$ cat src/rtl/pass_scheduler.sv
// Layer pass scheduler: walks k (outer) x d (inner) tiles, issuing one PASS_START per tile with running GLB addresses.
// Optional perf counters are enabled with `define PASS_SCHED_PERF_EN.
module pass_scheduler #(
  parameter int unsigned FLAG_WIDTH = 4,
  parameter int unsigned ADDR_WIDTH = 16
) (
  input  logic                  clk,
  input  logic                  rst,
  input  logic                  layer_start,
  input  logic [1:0]            layer_type,
  input  logic [FLAG_WIDTH-1:0] layer_flags,
  input  logic [5:0]            num_k_tiles,
  input  logic [5:0]            num_d_tiles,
  input  logic [ADDR_WIDTH-1:0] ifmap_base,
  input  logic [ADDR_WIDTH-1:0] weight_base,
  input  logic [ADDR_WIDTH-1:0] opsum_base,
  input  logic [ADDR_WIDTH-1:0] bias_base,
  input  logic [ADDR_WIDTH-1:0] ifmap_step,
  input  logic [ADDR_WIDTH-1:0] weight_step,
  input  logic [ADDR_WIDTH-1:0] opsum_step,
  input  logic [ADDR_WIDTH-1:0] bias_step,
  output logic                  PASS_START,
  output logic [1:0]            pass_layer_type,
  output logic [FLAG_WIDTH-1:0] pass_flags,
  output logic [ADDR_WIDTH-1:0] BASE_IFMAP,
  output logic [ADDR_WIDTH-1:0] BASE_WEIGHT,
  output logic [ADDR_WIDTH-1:0] BASE_OPSUM,
  output logic [ADDR_WIDTH-1:0] BASE_BIAS,
  input  logic                  pass_done,
  output logic                  layer_busy,
  output logic                  layer_done,
  output logic [5:0]            cur_k,
  output logic [5:0]            cur_d
`ifdef PASS_SCHED_PERF_EN
  ,
  output logic [31:0]           perf_busy_cycles,
  output logic [15:0]           perf_pass_cnt
`endif
);

  localparam int unsigned TW = 6;
  localparam int unsigned AW = ADDR_WIDTH;
  localparam int unsigned FW = FLAG_WIDTH;

  typedef enum logic [2:0] {S_IDLE, S_ISSUE, S_WAIT, S_NEXT, S_DONE} state_t;

  state_t        state, state_nxt;
  logic [TW-1:0] cfg_nk, cfg_nd, nk_nxt, nd_nxt, k_nxt, d_nxt;
  logic [FW-1:0] cfg_flags, flags_nxt, pflags_nxt;
  logic [AW-1:0] cfg_ifmap_base, cfg_ifmap_step, cfg_weight_step, cfg_opsum_step, cfg_bias_step;
  logic [AW-1:0] ib_nxt, is_nxt, ws_nxt, os_nxt, bs_nxt;
  logic [AW-1:0] ifm_nxt, wt_nxt, ops_nxt, bias_nxt;
  logic [1:0]    ptype_nxt;
  logic          start_nxt, done_nxt, busy_nxt;
  logic          empty_c, last_c;

  // bias only on the first input-channel tile, relu only on the last
  function automatic logic [FW-1:0] pass_flag_f(input logic [FW-1:0] f, input logic [TW-1:0] d,
                                                input logic [TW-1:0] nd);
    logic [FW-1:0] r;
    r    = f;
    r[0] = f[0] & (d == TW'(0));
    r[1] = f[1] & (d == nd - TW'(1));
    return r;
  endfunction

  assign empty_c = (cfg_nk == TW'(0)) || (cfg_nd == TW'(0));
  assign last_c  = (cur_k == cfg_nk - TW'(1)) && (cur_d == cfg_nd - TW'(1));

  always_comb begin
    state_nxt  = state;
    nk_nxt     = cfg_nk;
    nd_nxt     = cfg_nd;
    flags_nxt  = cfg_flags;
    ib_nxt     = cfg_ifmap_base;
    is_nxt     = cfg_ifmap_step;
    ws_nxt     = cfg_weight_step;
    os_nxt     = cfg_opsum_step;
    bs_nxt     = cfg_bias_step;
    k_nxt      = cur_k;
    d_nxt      = cur_d;
    ifm_nxt    = BASE_IFMAP;
    wt_nxt     = BASE_WEIGHT;
    ops_nxt    = BASE_OPSUM;
    bias_nxt   = BASE_BIAS;
    pflags_nxt = pass_flags;
    ptype_nxt  = pass_layer_type;
    case (state)
      S_IDLE: begin
        if (layer_start) begin
          nk_nxt     = num_k_tiles;
          nd_nxt     = num_d_tiles;
          flags_nxt  = layer_flags;
          ib_nxt     = ifmap_base;
          is_nxt     = ifmap_step;
          ws_nxt     = weight_step;
          os_nxt     = opsum_step;
          bs_nxt     = bias_step;
          k_nxt      = TW'(0);
          d_nxt      = TW'(0);
          ifm_nxt    = ifmap_base;
          wt_nxt     = weight_base;
          ops_nxt    = opsum_base;
          bias_nxt   = bias_base;
          pflags_nxt = pass_flag_f(layer_flags, TW'(0), num_d_tiles);
          ptype_nxt  = layer_type;
          // an empty layer goes via NEXT so its done latency matches a normal layer's
          if ((num_k_tiles == TW'(0)) || (num_d_tiles == TW'(0))) state_nxt = S_NEXT;
          else state_nxt = S_ISSUE;
        end
      end
      S_ISSUE: state_nxt = S_WAIT;
      S_WAIT:  if (pass_done) state_nxt = S_NEXT;
      S_NEXT: begin
        if (empty_c || last_c) begin
          state_nxt = S_DONE;
        end else begin
          state_nxt = S_ISSUE;
          wt_nxt    = BASE_WEIGHT + cfg_weight_step;
          if (cur_d < cfg_nd - TW'(1)) begin
            d_nxt   = cur_d + TW'(1);
            ifm_nxt = BASE_IFMAP + cfg_ifmap_step;
          end else begin
            d_nxt    = TW'(0);
            k_nxt    = cur_k + TW'(1);
            ifm_nxt  = cfg_ifmap_base;
            ops_nxt  = BASE_OPSUM + cfg_opsum_step;
            bias_nxt = BASE_BIAS + cfg_bias_step;
          end
          pflags_nxt = pass_flag_f(cfg_flags, d_nxt, cfg_nd);
        end
      end
      S_DONE:  state_nxt = S_IDLE;
      default: state_nxt = S_IDLE;
    endcase
    start_nxt = (state_nxt == S_ISSUE);
    done_nxt  = (state_nxt == S_DONE);
    busy_nxt  = (state_nxt != S_IDLE);
  end

  always_ff @(posedge clk or negedge rst) begin
    if (!rst) begin
      state           <= S_IDLE;
      cfg_nk          <= '0;
      cfg_nd          <= '0;
      cfg_flags       <= '0;
      cfg_ifmap_base  <= '0;
      cfg_ifmap_step  <= '0;
      cfg_weight_step <= '0;
      cfg_opsum_step  <= '0;
      cfg_bias_step   <= '0;
      cur_k           <= '0;
      cur_d           <= '0;
      BASE_IFMAP      <= '0;
      BASE_WEIGHT     <= '0;
      BASE_OPSUM      <= '0;
      BASE_BIAS       <= '0;
      pass_flags      <= '0;
      pass_layer_type <= '0;
      PASS_START      <= 1'b0;
      layer_done      <= 1'b0;
      layer_busy      <= 1'b0;
    end else begin
      state           <= state_nxt;
      cfg_nk          <= nk_nxt;
      cfg_nd          <= nd_nxt;
      cfg_flags       <= flags_nxt;
      cfg_ifmap_base  <= ib_nxt;
      cfg_ifmap_step  <= is_nxt;
      cfg_weight_step <= ws_nxt;
      cfg_opsum_step  <= os_nxt;
      cfg_bias_step   <= bs_nxt;
      cur_k           <= k_nxt;
      cur_d           <= d_nxt;
      BASE_IFMAP      <= ifm_nxt;
      BASE_WEIGHT     <= wt_nxt;
      BASE_OPSUM      <= ops_nxt;
      BASE_BIAS       <= bias_nxt;
      pass_flags      <= pflags_nxt;
      pass_layer_type <= ptype_nxt;
      PASS_START      <= start_nxt;
      layer_done      <= done_nxt;
      layer_busy      <= busy_nxt;
    end
  end

`ifdef PASS_SCHED_PERF_EN
  // saturating counters, cleared when a new layer is accepted
  always_ff @(posedge clk or negedge rst) begin
    if (!rst) begin
      perf_busy_cycles <= '0;
      perf_pass_cnt    <= '0;
    end else if ((state == S_IDLE) && layer_start) begin
      perf_busy_cycles <= '0;
      perf_pass_cnt    <= '0;
    end else begin
      if (layer_busy && !(&perf_busy_cycles)) perf_busy_cycles <= perf_busy_cycles + 32'(1);
      if (PASS_START && !(&perf_pass_cnt))    perf_pass_cnt    <= perf_pass_cnt + 16'(1);
    end
  end
`endif

endmodule

$ cat config.mk
export PLATFORM = sky130hd
export DESIGN_NAME = pass_scheduler
export DESIGN_NICKNAME = d
export VERILOG_FILES = /design/src/rtl/pass_scheduler.sv
export SDC_FILE = /design/constraint.sdc
export NUM_CORES = 1
export LEC_CHECK = 0
export ABC_AREA = 1
export CAP_MARGIN = 0
export CORE_AREA = 10 10 219 159
export CTS_BUF_LIST = sky130_fd_sc_hd__clkbuf_16
export DETAILED_ROUTE_END_ITERATION = 8
export DIE_AREA = 0 0 229 169
export PLACE_DENSITY = 0.69
export SLEW_MARGIN = 0
export SYNTH_ARGS = -nofsm -noshare
export SYNTH_HDL_FRONTEND = slang
export SYNTH_SLANG_ARGS = --single-unit
$ cat constraint.sdc
create_clock -name clk -period 6.21 [get_ports clk]
set_clock_uncertainty 0.15 [all_clocks]
set_input_delay 0.621 -clock clk [delete_from_list [all_inputs] [get_ports clk]]
set_output_delay 0.621 -clock clk [all_outputs]
set_load 0.05 [all_outputs]
# After elaboration in Yosys (flattened, before gate mapping)
# Cells that the tools add are included.
# totals
romBits	0
mem_bits_rw	0
ff_bits	184
latchBits	0
input_bits	150
output_inout_bits	85
n_memories	0
# classes
n_reduce_logical	16
muxes	32
add_sub_neg	9
eq_ne	11
n_shift	0
div	0
multipliers	0
magnitude_cmp	1
bitwise	3
# op_table
operator	count
16-bit two-way mux	11
16-bit one-hot mux with 2 select lines	4
16-bit adder	4
6-bit two-way mux	7
6-bit zero test	6
6-bit one-hot mux with 2 select lines	2
6-bit == test	3
6-bit by 1-bit subtractor with 6-bit output (second input constant)	3
6-bit by 1-bit adder with 6-bit output (second input constant)	2
3-bit one-hot mux with 4 select lines	1
3-bit two-way mux	3
4-bit two-way mux	2
4-bit one-hot mux with 2 select lines	1
3-bit by 1-bit == test with 1-bit output (second input constant)	2
3-bit by 2-bit == test with 1-bit output (second input constant)	2
6-bit < comparator	1
2-bit inequality test (second input constant)	3
4-bit AND reduction	1
1-bit bitwise AND	3
3-bit == test (second input constant)	1
3-bit zero test	1
1-bit logical OR	3
3-bit AND reduction	1
3-bit nonzero test	1
other kinds (4)	4

# Longest topological paths before layout
# depth
depth_word	10
mapped_depth	20

# Worst setup path before layout
# Ideal clock, no wire load.
# synth_timing
kind	register -> register
start	reg cfg_nd[2]
end	reg BASE_IFMAP[7]
stages_incl_launch_ff	16
t_arrival_ps	2341
setup_time_ps	118
period_less_slack_ps	2609
path_buffers	1
setup_slack_ps	3601
cell_sequence	dfrtp_1 > nor2_1 > nand4_1 > xor2_1 > ha_1 > nand2_1 > nor2_1 > nand2_1 > inv_1 > nor2_2 > clkbuf_1 > nand2_1 > nand2_1 > o21ai_0 > nand2_1 > nand2_1
# synth_via
elab_chain_len	6
elab_cells_between_ends	12
classes_between	add/sub: 1; order compare: 1; eq/ne: 2; mux: 3; reduce/logical: 5
# synth_rtl
element	line_no	source
start, declared	48	logic [TW-1:0] cfg_nk, cfg_nd, nk_nxt, nd_nxt, k_nxt, d_nxt;
start signal, assigned	166	cfg_nd <= nd_nxt;
branches (longest 6 deep; another with 6-bit by 1-bit subtractor with 6-bit output)	--	
end signal, assigned	175	BASE_IFMAP <= ifm_nxt;
end, declared	25	output logic [ADDR_WIDTH-1:0] BASE_IFMAP,
# Several ways; the timed one is not identified. The select of a mux whose other input is x is not followed.
# A chain may end at the register's enable or synchronous reset.

# Worst setup path after layout
# layout_timing
start	reg cfg_nd[2]
end	reg BASE_IFMAP[2]
# Same word-level chain as after synthesis.

==> impl_results.md <==
* Clock Tree Root: clkbuf_16
* Unrepaired setup endpoints after global routing: false
* Final setup margin at 2.13 ns
* Yosys warnings at 0
* Critical Path End Type: flop
* Gate power share at 64.5%
* Leakage at 8.08 nW
* Core Region at 30700 µm²
* Remaining Overflow, GRT at 0
* # DRC at 0
* Iter 0 DRT Violations at 984
* Largest family of logic cells by synthesized area: simple AND/OR/NAND/NOR gates
* DR vias at 12000
* PwrDens at 597 nW/µm²
* Post-placement setup slack at 2.21 ns
* Async set or reset register ratio after synthesis at 100%
* # clock sinks at 184
* Post-Syn Area per Cell at 6.79 µm²
* Wirelength per Cell at 16.1 µm
* GPL Wtd Cong at 0.965
* Netlist cell types at 33
* Worst slew margin at 29.9%
* Final setup viols at 0
* Critical Path Fanout Max at 80
* Net switching power at 4.87 mW
* Die area at 38700 µm²
* Worst skew pair latency at 0.45 ns
* Syn_nets at 2004
* Hold buffers post-CTS at 0
* Number of synthesized flops with an enable pin at 0
* Layout cells sized above 1 at 2.66%
* Largest net degree at the start of global routing at 81
* Seq/Total Area, Yosys at 38.1%
* Synth Area in XOR/XNOR at 2.25%
* Clk pwr share at 11.5%
* Vias per cell at 4.97
* Mux contribution to synthesized area at 0%
* DRT Pass-1 Iters at 5
* VDD IR max at 0.238 mV
* Slew @ Worst Pin at 1.05 ns
* Startpoint Class: flop
* Final min period at 4.08 ns
* Post-synth top area share at 38.1%
* Global-route wire length before repair at 62.7 mm
* Row cnt at 54
* Placed inst area at 14800 µm²
* Tightest Hold Check Type: in -> async
* Sw Share at 53.4%
* Register area at 4600 µm²
* Complex-gate fraction of the synthesized area at 7.04%
* Ports at 235
* Synthesis-stage register bit count at 184
* WHS at 0.0650 ns
* ANT nets after route at 0
* Chip height at 169 µm
* # Max-Cap Violations at 0
* Pint at 4.26 mW
* Final Hold Vio Count at 0
* CTS tree: done
* Floorplan die width at 229 µm
* Dominant synthesized flop cell: dfrtp_1
* Hpwl dp at 28.5 mm
* R2R depth at 14
* Synth Area in Adders at 8.01%
* Status: finished, final reports clean
* Clock-pin slew on the worst setup and hold paths at 0.07 ns
* Critical path class: reg -> reg
* WL final at 38.8 mm
* Final period util at 65.7%
* Highest Clock Rate at 245 MHz
* TritonCTS Buffers at 17
* Area occupied by multi-input gates at 6580 µm²
* Initial antenna violation count at 1
* Initial cell density of the core at 39.4%
* Required time worst endpoint at 6.43 ns
* Synth top area cells: dfrtp_1 (38%), nand2_1 (25%), ha_1 (7.3%), nand3_1 (6.8%), inv_1 (5.1%)
* Max clock buf depth at 2
* PortBufs at 234
* Setup tns final at 0 ns
* Post-CTS Setup Bufs at 0
* Simple-Gate Fraction of Synth Area at 37.0%
* Vias in the first global route at 11600
* Leading area contributor after synthesis: dfrtp_1
* Commonest non-fill, non-tap cell in the layout: nand2_1
* Layout Nets at 2206
* H-tree depth at 4
* Post-Syn Instances at 1779
* Post-Syn Area at 12100 µm²
* Commonest non-fill, non-tap cells in the layout: nand2_1 (794), clkdlybuf4s50_1 (233), dfrtp_1 (184)
* Slew Limit Fails at 0
* Fillers at 3056
* Register share of total power at 24.0%
* GR Util All Layers at 20.0%
* Critical path arrival at 4.29 ns
* P&R area growth vs syn at 26.6%
* Final instance area at 15300 µm²
* Post-cts sizing count at 0
-- Yosys cell counts (2+ instances only) --
master      n
inv_2       3
nor4_1      2
a21oi_1    54
xor2_1     13
buf_6       2
o211ai_1    4
o21a_1      3
buf_1       2
nand4_1    23
o21ai_1     9
nor2_1     90
dfrtp_1   184
a21boi_0    2
nor3_1     10
clkbuf_1   28
nand3b_1    8
o22ai_1     2
ha_1       71
buf_4       4
inv_1     165
a21o_1      5
or2_2       4
nand3_1   164
fa_1        4
nor2_2      2
buf_2      25
nand2_1   794
xnor2_1    18
o21ai_0    76
o21bai_1    5
-- state kept, by name, summed over array words and instances (netlist names), 2 cells and up --
register / count
cfg_bias_step: 16
pass_flags: 4
cfg_nk: 6
cur_d: 6
cfg_opsum_step: 16
BASE_WEIGHT: 16
pass_layer_type: 2
cfg_weight_step: 16
BASE_IFMAP: 16
cfg_ifmap_step: 16
state: 3
cfg_nd: 6
BASE_OPSUM: 16
BASE_BIAS: 16
cur_k: 6
cfg_ifmap_base: 16
cfg_flags: 4
-- critical path: stages (launching register included) --
cell and delay (ns):
dfrtp_1 0.41, nor2_1 0.26, nand4_1 0.23, xor2_1 0.21, ha_1 0.31, nand2_1 0.07, nor2_1 0.18, nand3_1 0.11
nor2_1 0.09, nand2_1 0.08, nand3_2 0.10, nand2_4 0.55, inv_2 0.94, nand2_1 0.12, o21ai_1 0.11
-- power by group through the flow --
stage          Combinational [mW]  Sequential [mW]  Clock (mW)
2_1_floorplan                3.50             2.87           0
5_1_grt                      6.60             2.26        1.13
3_5_place_dp                 5.85             2.20           0
6_report                     5.89             2.19        1.05
3_3_place_gp                 5.75             2.19           0
4_1_cts                      5.88             2.18        1.07
-- final cells by class --
class,instances,area share [%]
clock inverters,14,0.728
well taps,420,3.43
repair buffers,244,15.8
inverters,168,4.14
diodes,1,0.0164
flip-flops and latches,184,30.1
multi-input cells,1366,43.0
clock buffers,17,2.78
-- routing by layer --
metal	up-vias	global-route usage (%)	wire length, µm
met1	5581	27.7	18800
met3	25	5.11	2670
met2	354	30.5	17000
met4	0	4.79	368
met5	-	0	0
li1	6046	-	-
-- stage by stage --
step / cells / total power [mW] / utilization (%)
6_report: 2414 / 9.13 / 49.9
5_1_grt: 2414 / 9.99 / 49.9
4_1_cts: 2413 / 9.14 / 49.9
3_5_place_dp: 2382 / 8.05 / 48.1
3_3_place_gp: 2382 / 7.94 / 48.1
2_1_floorplan: 1779 / 6.37 / -
-- final timing paths --
check	startpoint	to	slack, ns
worst max-delay path	cfg_nd[2]	BASE_IFMAP[2]	2.13
worst max register to register	cfg_nd[2]	BASE_IFMAP[2]	2.13
worst min register to register	cfg_ifmap_base[0]	cfg_ifmap_base[0]	0.33
max in group asynchronous	rst	cfg_opsum_step[10]	4.60
worst min-delay path	rst	BASE_OPSUM[8]	0.06
min in group clk	cfg_ifmap_base[0]	cfg_ifmap_base[0]	0.33
-- cell families after synthesis --
family,count (synthesis)
AOI/OAI and AO/OA,160
xor gates and xnor gates,31
adders and majority gates,75
buffers and inverters,229
DFF,184
and+or+nand+nor,1100
Note: power is estimated with default switching activity, not from simulation.
